### src/rtl/sys_cmd_pkg.sv
// Shared command codes, encodings and byte-sequence helpers for the UART
// command frame generator.
package sys_cmd_pkg;

  localparam int unsigned BYTE_W = 8;
  localparam int unsigned ADDR_W = 4;
  localparam int unsigned FUNC_W = 4;
  localparam int unsigned TYPE_W = 2;
  localparam int unsigned IDX_W  = 2;

  localparam logic [BYTE_W-1:0] CMD_WR      = 8'hAA;
  localparam logic [BYTE_W-1:0] CMD_RD      = 8'hBB;
  localparam logic [BYTE_W-1:0] CMD_ALU_OP  = 8'hCC;
  localparam logic [BYTE_W-1:0] CMD_ALU_NOP = 8'hDD;

  typedef enum logic [TYPE_W-1:0] {
    TYPE_WR      = 2'd0,
    TYPE_RD      = 2'd1,
    TYPE_ALU_OP  = 2'd2,
    TYPE_ALU_NOP = 2'd3
  } cmd_type_e;

  typedef enum logic [2:0] {
    S_IDLE   = 3'd0,
    S_START  = 3'd1,
    S_DATA   = 3'd2,
    S_PARITY = 3'd3,
    S_STOP   = 3'd4,
    S_GAP    = 3'd5
  } ser_state_e;

  typedef struct packed {
    cmd_type_e          cmd_type;
    logic [ADDR_W-1:0]  addr;
    logic [BYTE_W-1:0]  data;
    logic [BYTE_W-1:0]  op_b;
    logic [FUNC_W-1:0]  func;
    logic               par_en;
    logic               par_typ;
  } cmd_req_t;

  // Index of the final byte of each command sequence.
  function automatic logic [IDX_W-1:0] last_idx(input cmd_type_e t);
    case (t)
      TYPE_WR:     last_idx = 2'd2;
      TYPE_RD:     last_idx = 2'd1;
      TYPE_ALU_OP: last_idx = 2'd3;
      default:     last_idx = 2'd1;
    endcase
  endfunction

  function automatic logic [BYTE_W-1:0] cmd_byte(input cmd_req_t req,
                                                 input logic [IDX_W-1:0] idx);
    logic [BYTE_W-1:0] b;
    b = '0;
    case (req.cmd_type)
      TYPE_WR:
        case (idx)
          2'd0:    b = CMD_WR;
          2'd1:    b = {4'b0, req.addr};
          2'd2:    b = req.data;
          default: b = '0;
        endcase
      TYPE_RD:
        case (idx)
          2'd0:    b = CMD_RD;
          2'd1:    b = {4'b0, req.addr};
          default: b = '0;
        endcase
      TYPE_ALU_OP:
        case (idx)
          2'd0:    b = CMD_ALU_OP;
          2'd1:    b = req.data;
          2'd2:    b = req.op_b;
          default: b = {4'b0, req.func};
        endcase
      default:
        case (idx)
          2'd0:    b = CMD_ALU_NOP;
          2'd1:    b = {4'b0, req.func};
          default: b = '0;
        endcase
    endcase
    return b;
  endfunction

endpackage

### src/rtl/uart_cmd_frame_gen_if.sv
// Command request channel between a host driver and uart_cmd_frame_gen.
interface uart_cmd_frame_gen_if;
  import sys_cmd_pkg::*;

  logic              cmd_valid;
  logic              cmd_ready;
  logic [TYPE_W-1:0] cmd_type;
  logic [ADDR_W-1:0] cmd_addr;
  logic [BYTE_W-1:0] cmd_data;
  logic [BYTE_W-1:0] cmd_op_b;
  logic [FUNC_W-1:0] cmd_func;
  logic              par_en;
  logic              par_typ;

  modport master (
    output cmd_valid, cmd_type, cmd_addr, cmd_data, cmd_op_b, cmd_func,
           par_en, par_typ,
    input  cmd_ready
  );

  modport slave (
    input  cmd_valid, cmd_type, cmd_addr, cmd_data, cmd_op_b, cmd_func,
           par_en, par_typ,
    output cmd_ready
  );

endinterface

### src/rtl/uart_byte_ser.sv
// One-byte UART frame serializer: start, 8 data bits LSB first, optional
// parity, stop, then GAP_BITS idle bit periods.
module uart_byte_ser
  import sys_cmd_pkg::*;
#(
  parameter int unsigned CLKS_PER_BIT = 16,
  parameter int unsigned GAP_BITS     = 1
) (
  input  logic              clk,
  input  logic              rst,
  input  logic              byte_valid,
  output logic              byte_ready,
  input  logic [BYTE_W-1:0] byte_data,
  input  logic              par_en,
  input  logic              par_typ,
  output logic              bit_out,
  output logic              frame_end,
  output logic              idle_c
);

  localparam int unsigned BAUD_W = $clog2(CLKS_PER_BIT);
  localparam int unsigned GAP_W  = (GAP_BITS > 1) ? $clog2(GAP_BITS) : 1;

  ser_state_e        state;
  logic [BAUD_W-1:0] baud_cnt;
  logic [2:0]        bit_idx;
  logic [GAP_W-1:0]  gap_cnt;
  logic [BYTE_W-1:0] shift_q;
  logic              par_en_q;
  logic              par_bit_q;
  logic              bit_end_c;

  // frame_end marks the last cycle of the final bit so the next byte can
  // start on the following edge without an idle cycle.
  assign bit_end_c  = (baud_cnt == BAUD_W'(CLKS_PER_BIT - 1));
  assign frame_end  = bit_end_c &&
                      ((state == S_GAP && gap_cnt == GAP_W'(GAP_BITS - 1)) ||
                       (state == S_STOP && GAP_BITS == 0));
  assign idle_c     = (state == S_IDLE);
  assign byte_ready = idle_c || frame_end;

  always_ff @(posedge clk) begin
    if (rst) begin
      state     <= S_IDLE;
      baud_cnt  <= '0;
      bit_idx   <= '0;
      gap_cnt   <= '0;
      shift_q   <= '0;
      par_en_q  <= 1'b0;
      par_bit_q <= 1'b0;
      bit_out   <= 1'b1;
    end else if (byte_valid && byte_ready) begin
      state     <= S_START;
      baud_cnt  <= '0;
      bit_idx   <= '0;
      gap_cnt   <= '0;
      shift_q   <= byte_data;
      par_en_q  <= par_en;
      par_bit_q <= par_typ ? ~^byte_data : ^byte_data;
      bit_out   <= 1'b0;
    end else if (state != S_IDLE) begin
      if (!bit_end_c) begin
        baud_cnt <= baud_cnt + BAUD_W'(1);
      end else begin
        baud_cnt <= '0;
        case (state)
          S_START: begin
            state   <= S_DATA;
            bit_idx <= '0;
            bit_out <= shift_q[0];
            shift_q <= shift_q >> 1;
          end
          S_DATA: begin
            if (bit_idx == 3'd7) begin
              state   <= par_en_q ? S_PARITY : S_STOP;
              bit_out <= par_en_q ? par_bit_q : 1'b1;
            end else begin
              bit_idx <= bit_idx + 3'd1;
              bit_out <= shift_q[0];
              shift_q <= shift_q >> 1;
            end
          end
          S_PARITY: begin
            state   <= S_STOP;
            bit_out <= 1'b1;
          end
          S_STOP: begin
            state   <= (GAP_BITS == 0) ? S_IDLE : S_GAP;
            gap_cnt <= '0;
            bit_out <= 1'b1;
          end
          S_GAP: begin
            if (gap_cnt == GAP_W'(GAP_BITS - 1)) begin
              state <= S_IDLE;
            end else begin
              gap_cnt <= gap_cnt + GAP_W'(1);
            end
            bit_out <= 1'b1;
          end
          default: begin
            state   <= S_IDLE;
            bit_out <= 1'b1;
          end
        endcase
      end
    end
  end

endmodule

### src/rtl/uart_cmd_frame_gen.sv
// Host-side command serializer: expands one command into its SYS_CTRL byte
// sequence and sends each byte as a UART frame on TX_OUT.
module uart_cmd_frame_gen
  import sys_cmd_pkg::*;
#(
  parameter int unsigned CLKS_PER_BIT = 16,
  parameter int unsigned GAP_BITS     = 1
) (
  input  logic                 clk,
  input  logic                 rst,
  uart_cmd_frame_gen_if.slave  cmd,
  output logic                 TX_OUT,
  output logic                 busy,
  output logic                 cmd_done
);

  cmd_req_t          req_in_c;
  cmd_req_t          req_q;
  logic [IDX_W-1:0]  byte_idx;
  logic              idle_c;
  logic              frame_end_c;
  logic              byte_ready_c;
  logic              accept_c;
  logic              last_c;
  logic              byte_valid_c;
  logic [BYTE_W-1:0] byte_c;
  logic              par_en_c;
  logic              par_typ_c;

  assign cmd.cmd_ready = idle_c && !rst;
  assign accept_c      = cmd.cmd_valid && cmd.cmd_ready;

  // Byte mux: the first byte comes straight from the request so the start
  // bit begins on the accept edge; later bytes come from the latched copy.
  always_comb begin
    req_in_c = '{cmd_type: cmd_type_e'(cmd.cmd_type),
                 addr:     cmd.cmd_addr,
                 data:     cmd.cmd_data,
                 op_b:     cmd.cmd_op_b,
                 func:     cmd.cmd_func,
                 par_en:   cmd.par_en,
                 par_typ:  cmd.par_typ};
    last_c       = (byte_idx == last_idx(req_q.cmd_type));
    byte_valid_c = accept_c;
    byte_c       = cmd_byte(req_in_c, '0);
    par_en_c     = req_in_c.par_en;
    par_typ_c    = req_in_c.par_typ;
    if (!idle_c) begin
      byte_valid_c = frame_end_c && !last_c;
      byte_c       = cmd_byte(req_q, byte_idx + IDX_W'(1));
      par_en_c     = req_q.par_en;
      par_typ_c    = req_q.par_typ;
    end
  end

  always_ff @(posedge clk) begin
    if (rst) begin
      req_q    <= '0;
      byte_idx <= '0;
      busy     <= 1'b0;
      cmd_done <= 1'b0;
    end else begin
      cmd_done <= 1'b0;
      if (accept_c) begin
        req_q    <= req_in_c;
        byte_idx <= '0;
        busy     <= 1'b1;
      end else if (!idle_c && frame_end_c) begin
        if (last_c) begin
          busy     <= 1'b0;
          cmd_done <= 1'b1;
        end else if (byte_ready_c) begin
          byte_idx <= byte_idx + IDX_W'(1);
        end
      end
    end
  end

  uart_byte_ser #(
    .CLKS_PER_BIT (CLKS_PER_BIT),
    .GAP_BITS     (GAP_BITS)
  ) u_ser (
    .clk        (clk),
    .rst        (rst),
    .byte_valid (byte_valid_c),
    .byte_ready (byte_ready_c),
    .byte_data  (byte_c),
    .par_en     (par_en_c),
    .par_typ    (par_typ_c),
    .bit_out    (TX_OUT),
    .frame_end  (frame_end_c),
    .idle_c     (idle_c)
  );

endmodule

### src/flat_wrapper.sv
// flat-port wrapper written by rule: the top's interface ports become plain ports
module uart_cmd_frame_gen_flat import sys_cmd_pkg::*;
#(
  parameter int unsigned CLKS_PER_BIT = 16,
  parameter int unsigned GAP_BITS     = 1
)
  (clk, rst, TX_OUT, busy, cmd_done, cmd_cmd_valid, cmd_cmd_type, cmd_cmd_addr, cmd_cmd_data, cmd_cmd_op_b, cmd_cmd_func, cmd_par_en, cmd_par_typ, cmd_cmd_ready);
  uart_cmd_frame_gen_if cmd_i ();
  input  logic clk;
  input  logic rst;
  output logic TX_OUT;
  output logic busy;
  output logic cmd_done;
  input wire logic [$bits(cmd_i.cmd_valid)-1:0] cmd_cmd_valid;
  input wire logic [$bits(cmd_i.cmd_type)-1:0] cmd_cmd_type;
  input wire logic [$bits(cmd_i.cmd_addr)-1:0] cmd_cmd_addr;
  input wire logic [$bits(cmd_i.cmd_data)-1:0] cmd_cmd_data;
  input wire logic [$bits(cmd_i.cmd_op_b)-1:0] cmd_cmd_op_b;
  input wire logic [$bits(cmd_i.cmd_func)-1:0] cmd_cmd_func;
  input wire logic [$bits(cmd_i.par_en)-1:0] cmd_par_en;
  input wire logic [$bits(cmd_i.par_typ)-1:0] cmd_par_typ;
  output wire logic [$bits(cmd_i.cmd_ready)-1:0] cmd_cmd_ready;
  assign cmd_i.cmd_valid = cmd_cmd_valid;
  assign cmd_i.cmd_type = cmd_cmd_type;
  assign cmd_i.cmd_addr = cmd_cmd_addr;
  assign cmd_i.cmd_data = cmd_cmd_data;
  assign cmd_i.cmd_op_b = cmd_cmd_op_b;
  assign cmd_i.cmd_func = cmd_cmd_func;
  assign cmd_i.par_en = cmd_par_en;
  assign cmd_i.par_typ = cmd_par_typ;
  assign cmd_cmd_ready = cmd_i.cmd_ready;
  uart_cmd_frame_gen #(.CLKS_PER_BIT(CLKS_PER_BIT), .GAP_BITS(GAP_BITS)) u_core (.clk(clk), .rst(rst), .cmd(cmd_i), .TX_OUT(TX_OUT), .busy(busy), .cmd_done(cmd_done));
endmodule
### config.mk
export PLATFORM = sky130hd
export DESIGN_NAME = uart_cmd_frame_gen_flat
export DESIGN_NICKNAME = d
export VERILOG_FILES = /design/src/rtl/sys_cmd_pkg.sv /design/src/rtl/uart_cmd_frame_gen_if.sv /design/src/rtl/uart_byte_ser.sv /design/src/rtl/uart_cmd_frame_gen.sv /design/src/flat_wrapper.sv
export SDC_FILE = /design/constraint.sdc
export NUM_CORES = 1
export LEC_CHECK = 0
export CAP_MARGIN = 20
export CORE_MARGIN = 3
export CORE_UTILIZATION = 39
export DETAILED_ROUTE_END_ITERATION = 7
export GPL_ROUTABILITY_DRIVEN = 0
export SYNTH_ARGS = -nofsm -noshare
export SYNTH_HDL_FRONTEND = slang
export SYNTH_SLANG_ARGS = --single-unit
### constraint.sdc
create_clock -name clk -period 3.1 [get_ports clk]
set_input_delay 0.31 -clock clk [delete_from_list [all_inputs] [get_ports clk]]
set_output_delay 0.31 -clock clk [all_outputs]
set_load 0.005 [all_outputs]
# Yosys cells after proc, flatten, opt, wreduce, memory -nomap -nowiden

Index checks and enable logic that the tools add are counted.

Add/sub/neg operators: 4
Reductions and logical operators: 36
Bitwise operators: 3
Multiplexer cells: 39
Equal/unequal tests: 20

Operator list:

| operator                                             | count |
|---|---|
| case mux 8 bit (3 select lines)                      | 3 |
| case mux 8 bit (2 select lines)                      | 3 |
| 2-to-1 mux 8 bit                                     | 5 |
| case mux 7 bit (3 select lines)                      | 1 |
| 2-to-1 mux 1 bit                                     | 17 |
| AND reduction 4 bit                                  | 4 |
| case mux 3 bit (5 select lines)                      | 1 |
| 2-to-1 mux 3 bit                                     | 4 |
| nonzero test 2 bit                                   | 6 |
| equality test 3 bit (second input constant)          | 3 |
| XNOR reduction 8 bit                                 | 1 |
| XOR reduction 8 bit                                  | 1 |
| logical AND 1 bit                                    | 7 |
| equality test 2 x 1 -> 1 bit (second input constant) | 3 |
| equality test 2 bit (second input constant)          | 3 |
| equality test 3 x 2 -> 1 bit (second input constant) | 2 |
| zero test 2 bit                                      | 3 |
| != test 2 bit (second input constant)                | 3 |
| != test 3 bit (second input constant)                | 2 |
| case mux 3 bit (2 select lines)                      | 1 |
| AND reduction 3 bit                                  | 2 |
| nonzero test 3 bit                                   | 2 |
| adder 4 x 1 -> 4 bit (second input constant)         | 1 |
| equality test 4 bit (second input constant)          | 1 |
| other kinds (16)                                     | 23 |

Logic and storage cells: 121
Bits in registers: 54
Output and inout port bits: 4
Bits of input ports: 31

# Logic depth before layout (Yosys ltp)

Gate-level depths: netlist (run 1).

Depth in word-level cells: 9
Gate-level depth with buffers: 13
Depth with buffers taken out: 10

# By module

From an unflattened synthesis (run 1), not the netlist that was laid out.

Cell total of the unflattened synthesis: 379
Area total of the unflattened synthesis: 3035.4 µm²

By module, submodules not included:

| module             | area an instance (µm²) | sequential area each (µm²) | times used | cells each |
|---|---|---|---|---|
| uart_cmd_frame_gen | 1820.5                 | 640.6                      | 1          | 232 |
| uart_byte_ser      | 1214.9                 | 420.4                      | 1          | 147 |

# Worst setup path after synthesis (run 1)

Ideal clock, no wire load.

Kind: flip-flop to flip-flop
Start: register u_core.byte_idx[1]
End: register u_core.u_ser.par_bit_q
Data required time: 3021 ps
Path slack: 431 ps
Setup time: 79 ps
Stages on the path, launching flop included: 13
Data arrival time: 2589 ps
Path buffers: 2
Period minus slack after synthesis: 2669 ps
Path through: dfxtp_1 -> buf_2 -> inv_1 -> ha_1 -> buf_6 -> a211o_1 -> a21oi_1 -> o221ai_2 -> and3_4 -> o31ai_2 -> xnor3_1 -> xnor2_1 -> a211oi_2

Word-level cells in the longest chain between the ends: 7
Elaborated cells between the ends (all ways): 18
Those cells by class: add/sub (1); eq/ne (3); mux (8); reduce/logical (6)

Ends and longest elaborated chain:

| element                                                            | RTL line                             | RTL |
|---|---|---|
| from (decl)                                                        | uart_cmd_frame_gen.sv:19             | `logic [IDX_W-1:0] byte_idx;` |
| from (signal assigned)                                             | uart_cmd_frame_gen.sv:73             | `byte_idx <= byte_idx + IDX_W'(1);` |
| adder 2 x 1 -> 2 bit                                               | uart_cmd_frame_gen.sv:50             | `byte_c = cmd_byte(req_q, byte_idx + IDX_W'(1));` |
| equality test 2 bit (tied with other cells)                        | sys_cmd_pkg.sv:58, sys_cmd_pkg.sv:71 |  |
| case mux 8 bit (3 select lines) (tied with other cells)            | sys_cmd_pkg.sv:71                    | `case (idx)` |
| case mux 8 bit (3 select lines)                                    | sys_cmd_pkg.sv:56                    | `case (req.cmd_type)` |
| 2-to-1 mux 8 bit                                                   | uart_cmd_frame_gen.sv:48             | `if (!idle_c) begin` |
| XOR reduction 8 bit / XNOR reduction 8 bit (equally long branches) | uart_byte_ser.sv:59                  | `par_bit_q <= par_typ ? ~^byte_data : ^byte_data;` |
| 2-to-1 mux 1 bit                                                   | uart_byte_ser.sv:59                  |  |
| to (signal assigned)                                               | uart_byte_ser.sv:59                  |  |
| to (decl)                                                          | uart_byte_ser.sv:30                  | `logic par_bit_q;` |

Parallel ways exist; a longest one is shown, timed or not.
A chain may end at the register's enable or synchronous reset.

# Final worst setup path (run 1)

Same ends and word-level chain as after synthesis.

==> results.ini, run 1 <==
[outcome]
status=complete, no violations

[sta]
finalSetupViolCount=0
fin_setup_tns_ns=0
fin_skew_ns=0.0105
hold_slack_ns=0.458
relSlewSlack_pct=61.4
worst_pin_slew_ns=0.579
timing.final.crit_period_ns=2.89
fin_ws_ns=0.207
fmax_ghz=0.346
rsz0062_at_grt=false
maxSlewViolCount=0
finalCritPeriodShare_pct=93.3
finalHoldViolations=0

[clock_tree]
clkLatencyLatePin_ns=0.30
cts_setup_buffers=0
cts_hold_buf=0
clkTransAtPathRegs_ns=0.09
cts-htree-levels=2
max-clock-path-buffers=2
cts-buffers-inserted=5
cts_sinks=53
root_buffer=clkbuf_8
cts_tree=yes
ctsResizeCount=0

[cells_and_area]
nets=435
final_util_pct=45.9
drive_gt1_share_pct=8.33
stdcell_area_um2=3380
insertedDiodeCount=0
stdcell_count=495
syn2layout_area_growth_pct=12.5

[power]
p_per_area_nw_per_um2=404
sw_frac_of_total_pct=26.2
clock_power_share_pct=28.9
seq_power_share_pct=55.2
p_leak_nw=1.21
total_power_mw=1.37
power.switching_mw=0.359
ir_worst_vdd_v=0.000215
comb_power_share_pct=15.9
intPower_mw=1.01

[synthesis]
synthCells=380
async_flop_share_pct=0
yosysWarnings=0
syn_area_um2=3010
ys.flop_type=dfxtp_1
synth_seq_cells=53
synth_area_per_cell_um2=7.92
synth_edf_count=0
synth_seq_area_share_pct=35.3
ys_types=61
synth_nets=419

[worst_setup_path]
worstSetupStartpointType=register
crit_required_ns=3.33
endpoint_kind=register
cp.arrival_ns=3.12
timing_worst_setup_path_type=reg2reg
ff2ff_setup_slack_ns=0.21
r2r-start=u_core.byte_idx[1]$_SDFFE_PP0P_
critPathLaunch=u_core.byte_idx[1]$_SDFFE_PP0P_
critPathMaxFanout=16

[global_routing]
antenna_found_initial=0
grt_remaining_overflow=0
grt.total_usage_pct=16.5
grt_pass1_wl_um=11600
grt_pass1_vias=2378
grt_max_degree=61

[min_path]
min_from=u_core.u_ser.shift_q[2]$_SDFFE_PP0P_
hold_path.class=reg2reg

[die]
dieWidth_um=93.8
die_h_um=93.8
pin_count=35
core_um2=7370
row_count=31
start_util_pct=40.8
die_area_um2=8800

[placed_design]
place_area_um2=3300
place_ws_ns=0.253
port_buffers=34
place_inst=488
dp_hpwl_um=5100

[routing]
drt_wl_total_um=7020
drc=0
vias=2624
ant_nets=0
dr.pass1.iters=4
drtIter0Drc=157
wl_per_cell_um=14.2
vias_per_cell=5.30

[flow_run]
max-cap-violations=0

==> power groups by stage <==
stage | registers [mW] | logic [mW] | clock network (mW)
2_1_floorplan | 0.753 | 0.158 | 0
3_3_place_gp | 0.770 | 0.215 | 0
3_5_place_dp | 0.769 | 0.218 | 0
4_1_cts | 0.754 | 0.219 | 0.408
5_1_grt | 0.760 | 0.243 | 0.427
6_report | 0.755 | 0.217 | 0.396
==> routing by layer <==
layer,global-route usage (%),part of all wire (%)
met5,0,0
met4,3.61,0.68
met3,2.64,3.7
met2,25.7,45
met1,23.9,51
==> layout by cell type, fill, tap and decap left out, types with 6 or more instances in the layout <==
cell type	synthesis	final
nor3_1	13	13
clkbuf_8	2	6
nand3_1	7	7
a21oi_1	26	26
a22oi_1	6	6
o211ai_1	6	6
inv_1	6	6
nand2_1	83	83
o21ai_0	39	39
clkdlybuf4s50_1	0	34
ha_1	8	8
dfxtp_1	53	53
nor2_1	24	24
buf_4	1	8
==> path summary, 6_finish.rpt <==
check / to / cells past startpoint
max: u_core.u_ser.par_bit_q$_SDFFE_PP0P_ / 10
min: u_core.u_ser.shift_q[2]$_SDFFE_PP0P_ / 2
max reg2reg: u_core.u_ser.par_bit_q$_SDFFE_PP0P_ / 10
min reg2reg: u_core.u_ser.shift_q[2]$_SDFFE_PP0P_ / 2
==> cell type report <==
class	count	area, µm²
tap	99	124
clock buffer	7	86.3
fill	759	3990
multi-input combinational	288	1690
sequential	53	1060
timing repair buffer	42	400
inverter	6	22.5
==> kinds of logic (layout without fill, tap and decap cells) <==
family / Yosys count / in the layout / share of synthesized area (%)
simple gates: 154 / 154 / 23.2
compound gates: 112 / 112 / 24.9
flops: 53 / 53 / 35.3
buf+inv: 39 / 55 / 8.57
xor+xnor: 10 / 10 / 3.37
fa+ha+maj: 8 / 8 / 3.33
mux: 4 / 4 / 1.41
==> critical path, cell delays in order (launching register included) <==
cell and delay, ns:
dfxtp_1 0.32, inv_1 0.12, ha_1 0.54, a22oi_1 0.19
a2111oi_2 0.41, o22ai_2 0.15, xnor2_1 0.21, xnor2_1 0.16
xnor3_1 0.35, xnor2_1 0.15, a211oi_2 0.20
==> flip-flops by register name, indices dropped and copies added, names as in the netlist <==
signal,flops
u_core.cmd_done,1
u_core.u_ser.bit_out,1
u_core.u_ser.state,3
u_core.u_ser.shift_q,8
u_core.u_ser.bit_idx,3
u_core.u_ser.baud_cnt,4
u_core.u_ser.par_bit_q,1
u_core.byte_idx,2
u_core.u_ser.par_en_q,1
u_core.req_q,28
u_core.busy,1
==> cells in the mapped netlist (3+ instances only) <==
cell type	n	area [µm²]
a211oi_1	5	37.5
a21oi_1	26	130
a221oi_1	5	43.8
a22oi_1	6	45.0
and3_1	3	18.8
buf_2	3	15.0
buf_6	10	113
clkbuf_1	16	60.1
dfxtp_1	53	1060
ha_1	8	100
inv_1	6	22.5
nand2_1	83	312
nand3_1	7	35.0
nor2_1	24	90.1
nor2b_1	5	31.3
nor3_1	13	65.1
o211ai_1	6	45.0
o21ai_0	39	195
o31ai_1	3	22.5
xnor2_1	5	43.8
xor2_1	4	35.0
No activity file was read; power rests on OpenSTA's default activity.
==> run 2, diff against run 1 <==
CELL_PAD_IN_SITES_DETAIL_PLACEMENT = 0   (was default)
CELL_PAD_IN_SITES_GLOBAL_PLACEMENT = 1   (was default)
CORE_MARGIN = 2   (was 3)
PLACE_DENSITY_LB_ADDON = 0.1   (was default)
SKIP_LAST_GASP = 1   (was default)
==> results.ini, run 2 (synthesis results as in run 1) <==
[min_path]
min_from=u_core.u_ser.shift_q[0]$_SDFFE_PP0P_
hold_path_end=u_core.u_ser.shift_q[0]$_SDFFE_PP0P_
hold_depth=2
hold_path.class=reg2reg

[clock_tree]
clkLatencyLatePin_ns=0.30
cts_tree=yes
cts_hold_buf=0
root_buffer=clkbuf_8
ctsResizeCount=0
cts-htree-levels=2
max-clock-path-buffers=2
cts-buffers-inserted=5
clkTransAtPathRegs_ns=0.10
cts_setup_buffers=0
cts_sinks=53

[die]
row_count=32
die_area_um2=8430
dieWidth_um=91.8
pin_count=35
core_um2=7610
die_h_um=91.8
start_util_pct=39.5

[routing]
dr.pass1.iters=4
drt_wl_total_um=7330
vias_per_cell=5.26
ant_nets=0
vias=2633
drtIter0Drc=96
wl_per_cell_um=14.6
drc=0

[worst_setup_path]
regToRegEndpoint=u_core.u_ser.par_bit_q$_SDFFE_PP0P_
worstSetupStartpointType=register
endpoint_kind=register
ff2ff_setup_slack_ns=0.27
crit_required_ns=3.33
timing_worst_setup_path_type=reg2reg
r2r-start=u_core.byte_idx[1]$_SDFFE_PP0P_
cp.arrival_ns=3.06
critPathMaxFanout=9
reg2reg_depth=11

[sta]
maxSlewViolCount=0
finalSetupViolCount=0
finalCritPeriodShare_pct=91.3
fmax_ghz=0.353
fin_skew_ns=0.00723
finalHoldViolations=0
rsz0062_at_grt=false
fin_setup_tns_ns=0
worst_pin_slew_ns=0.546
relSlewSlack_pct=63.5
timing.final.crit_period_ns=2.83

[power]
p_leak_nw=1.23
p_per_area_nw_per_um2=411
ir_worst_vdd_v=0.000242

[cells_and_area]
insertedDiodeCount=0
stdcell_area_um2=3420
largest_reg_flops=28
top_register=u_core.req_q
nets=437
final_cell_mix=nand2_1, dfxtp_1, o21ai_0, clkdlybuf4s50_1, a21oi_1
final_common_cell=nand2_1
syn2layout_area_growth_pct=13.8
drive_gt1_share_pct=9.77
reg.largest.list=u_core.req_q: 28 flops, u_core.u_ser.shift_q: 8 flops, u_core.u_ser.baud_cnt: 4 flops

[outcome]
status=complete, no violations

[global_routing]
grt.total_usage_pct=18.0
grt_remaining_overflow=0
antenna_found_initial=0
grt_pass1_vias=2426
grt_max_degree=61
grt_pass1_wl_um=12300

[placed_design]
dp_hpwl_um=5370
port_buffers=34
place_area_um2=3320

[flow_run]
max-cap-violations=0

## run 2: metrics by stage
stage	setup WS, ns	hold WS [ns]	instances	total power [mW]	utilization [%]
2_1_floorplan	0.431	0.418	380	0.911	-
3_3_place_gp	0.193	0.439	493	0.990	43.6
3_5_place_dp	0.106	0.449	493	0.991	43.6
4_1_cts	0.0859	0.463	501	1.42	44.9
5_1_grt	0.0465	0.475	501	1.48	45.0
6_report	0.271	0.462	501	1.41	45.0
## run 2: worst max path at each step
| stage | from | end | slack [ns] | cells after the start |
|---|---|---|---|---|
| floorplan | u_core.byte_idx[1]$_SDFFE_PP0P_ | u_core.u_ser.par_bit_q$_SDFFE_PP0P_ | 0.43 | 12 |
| global placement | u_core.byte_idx[0]$_SDFFE_PP0P_ | u_core.u_ser.par_bit_q$_SDFFE_PP0P_ | 0.19 | 10 |
| detailed placement | u_core.byte_idx[0]$_SDFFE_PP0P_ | u_core.u_ser.par_bit_q$_SDFFE_PP0P_ | 0.11 | 10 |
| CTS | u_core.byte_idx[0]$_SDFFE_PP0P_ | u_core.u_ser.par_bit_q$_SDFFE_PP0P_ | 0.09 | 10 |
| global route | u_core.byte_idx[1]$_SDFFE_PP0P_ | u_core.u_ser.par_bit_q$_SDFFE_PP0P_ | 0.05 | 11 |
| finish | u_core.byte_idx[1]$_SDFFE_PP0P_ | u_core.u_ser.par_bit_q$_SDFFE_PP0P_ | 0.27 | 11 |
## run 2: final cells by class
class	instances	area, µm²
tap	102	128
fill	804	4190
clock inverter	1	5.00
timing repair buffer	44	415
sequential	53	1060
clock buffer	7	96.3
multi-input combinational	288	1690
inverter	6	22.5
## run 2: critical path: stages (launching register included)
cell,delay [ns]
dfxtp_1,0.34
inv_1,0.08
ha_1,0.30
buf_4,0.21
a211o_1,0.29
a21oi_1,0.20
o221ai_2,0.16
and3_4,0.19
o31ai_2,0.20
xnor3_1,0.43
xnor2_1,0.15
a211oi_2,0.21
## run 2: routing by layer
metal	part of all wire, %	track usage [%]
met5	0	0
met4	1.2	4.35
met3	3.0	2.79
met2	48	30.6
met1	47	23.8
## run 2: report_power, final
part	switching (mW)	internal [mW]	leakage, nW	total [mW]
Combinational	0.107	0.113	0.736	0.220
Clock	0.232	0.203	0.0542	0.435
Sequential	0.0339	0.719	0.436	0.753
==> run 3, diff against run 2 <==
DONT_BUFFER_PORTS = 1   (was default)
==> results.ini, run 3 (synthesis results as in run 1) <==
[outcome]
status=complete, no violations

[routing]
ant_nets=0
drt_wl_total_um=7480
wl_per_cell_um=16.0
drtIter0Drc=76
vias_per_cell=5.29
drc=0
dr.pass1.iters=4
vias=2471

[sta]
hold_slack_ns=0.0603
worst_pin_slew_ns=0.515
finalCritPeriodShare_pct=92.0
fin_setup_tns_ns=0
maxSlewViolCount=0
fmax_ghz=0.350
finalSetupViolCount=0
rsz0062_at_grt=false
timing.final.crit_period_ns=2.85
finalHoldViolations=0
relSlewSlack_pct=65.6
fin_ws_ns=0.247
fin_skew_ns=0.00474

[worst_setup_path]
crit_required_ns=3.33
endpoint_kind=register
cp_slowest_stage_delay_ns=0.50
cp_slowest_cell=dfxtp_1
critPathMaxFanout=9
path_cells=inv_1, ha_1, or3_4, o32ai_2, o21ai_2, and3_4, o31ai_2, xnor3_1, xnor2_1, a211oi_2
timing_worst_setup_path_type=reg2reg
worstSetupStartpointType=register
cp.arrival_ns=3.09

[clock_tree]
cts-buffers-inserted=5
clkTransAtPathRegs_ns=0.10
cts_hold_buf=0
max-clock-path-buffers=2
cts_sinks=53
root_buffer=clkbuf_8
cts_tree=yes
clkLatencyLatePin_ns=0.31
cts-htree-levels=2
cts_setup_buffers=0

[global_routing]
grt.met1_usage_pct=23.0
antenna_found_initial=0
grt_pass1_vias=2387
grt_pass1_wl_um=12200
grt_max_degree=34
grt_use_met2_pct=32.1
grt-busiest-layer=met2
globalRouteMet3Util_pct=3.37
grt.total_usage_pct=18.2
grt_remaining_overflow=0

[cells_and_area]
final_cell_mix=nand2_1, dfxtp_1, o21ai_0, a21oi_1, nor2_1
drive_gt1_share_pct=10.1
reg.largest.list=u_core.req_q: 28 flops, u_core.u_ser.shift_q: 8 flops, u_core.u_ser.baud_cnt: 4 flops
final_util_pct=40.7
nets=403
syn2layout_area_growth_pct=2.91
largest_reg_flops=28
top_register=u_core.req_q
insertedDiodeCount=0
fill_cells=830
final_common_cell=nand2_1

[die]
pin_count=35
die_area_um2=8430
die_h_um=91.8
dieWidth_um=91.8
row_count=32
start_util_pct=39.5
core_um2=7610

[placed_design]
dp_hpwl_um=5560
port_buffers=0
place_ws_ns=0.243

[power]
intPower_mw=1.06
p_leak_nw=1.10
power.switching_mw=0.358
clock_power_share_pct=34.7
total_power_mw=1.42
seq_power_share_pct=53.2
p_per_area_nw_per_um2=458
ir_worst_vdd_v=0.000193
comb_power_share_pct=12.1
sw_frac_of_total_pct=25.3

[flow_run]
max-cap-violations=0

[min_path]
hold_path.class=in2reg

==> run 3: cell types whose count changed in the layout (fill, tap and decap cells not counted) <==
cell / previous run / this run
clkdlybuf4s50_1: 34 / 0
bufinv_16: 0 / 1
clkbuf_1: 0 / 1
clkbuf_8: 7 / 6
clkinv_2: 1 / 0
dfxtp_1: 52 / 53
dfxtp_2: 1 / 0
==> run 3: final timing paths <==
| check | startpoint | endpoint | slack (ns) | cells past startpoint |
|---|---|---|---|---|
| worst min-delay path | rst | u_core.u_ser.par_bit_q$_SDFFE_PP0P_ | 0.06 | 1 |
| worst max register to register | u_core.byte_idx[0]$_SDFFE_PP0P_ | u_core.u_ser.par_bit_q$_SDFFE_PP0P_ | 0.25 | 10 |
| worst max-delay path | u_core.byte_idx[0]$_SDFFE_PP0P_ | u_core.u_ser.par_bit_q$_SDFFE_PP0P_ | 0.25 | 10 |
| worst min register to register | u_core.u_ser.shift_q[2]$_SDFFE_PP0P_ | u_core.u_ser.shift_q[2]$_SDFFE_PP0P_ | 0.45 | 2 |
==> run 3: area by class of cell <==
| cell class | count | area (µm²) | share of cell area [%] |
|---|---|---|---|
| tap | 102 | 128 | 4.12 |
| inverter | 6 | 22.5 | 0.728 |
| timing repair buffer | 10 | 75.1 | 2.43 |
| clock buffer | 7 | 86.3 | 2.79 |
| multi-input combinational | 288 | 1690 | 54.7 |
| sequential | 53 | 1060 | 34.3 |
| clock inverter | 1 | 30.0 | 0.970 |
==> run 3: metrics by stage <==
stage / std cells / cell area [µm²]
2_1_floorplan: 380 / 3010
3_5_place_dp: 459 / 2980
3_3_place_gp: 459 / 2980
5_1_grt: 467 / 3100
4_1_cts: 467 / 3090
6_report: 467 / 3100
==> run 3: power by group through the flow <==
stage	Clock, mW	Sequential, mW	Combinational [mW]
CTS	0.505	0.754	0.174
global placement	0	0.771	0.172
finish	0.491	0.754	0.172
detailed placement	0	0.770	0.173
floorplan	0	0.753	0.158
global route	0.532	0.759	0.195
==> run 3: what timing repair did <==
| action | CTS | global route |
|---|---|---|
| resized for setup | 0 | 1 |
| hold endpoints to repair | 0 | 0 |
| endpoints found under the setup margin | 0 | 1 |
==> run 3: per-layer routing <==
layer | up-vias | part of all wire [%]
li1 | 1294 | -
met1 | 1134 | 47
met2 | 36 | 49
met3 | 7 | 3.2
met4 | 0 | 0.90
met5 | - | 0
==> run 3: critical path: cells and delay by family, from the launching register on <==
family                   cells  cell delay, ns
flip-flops                   1            0.50
AND/OR/NAND/NOR              2            0.59
buffers and inverters        1            0.14
XOR/XNOR                     2            0.57
adder cells (fa/ha/maj)      1            0.33
AO/OA/AOI/OAI                4            0.63
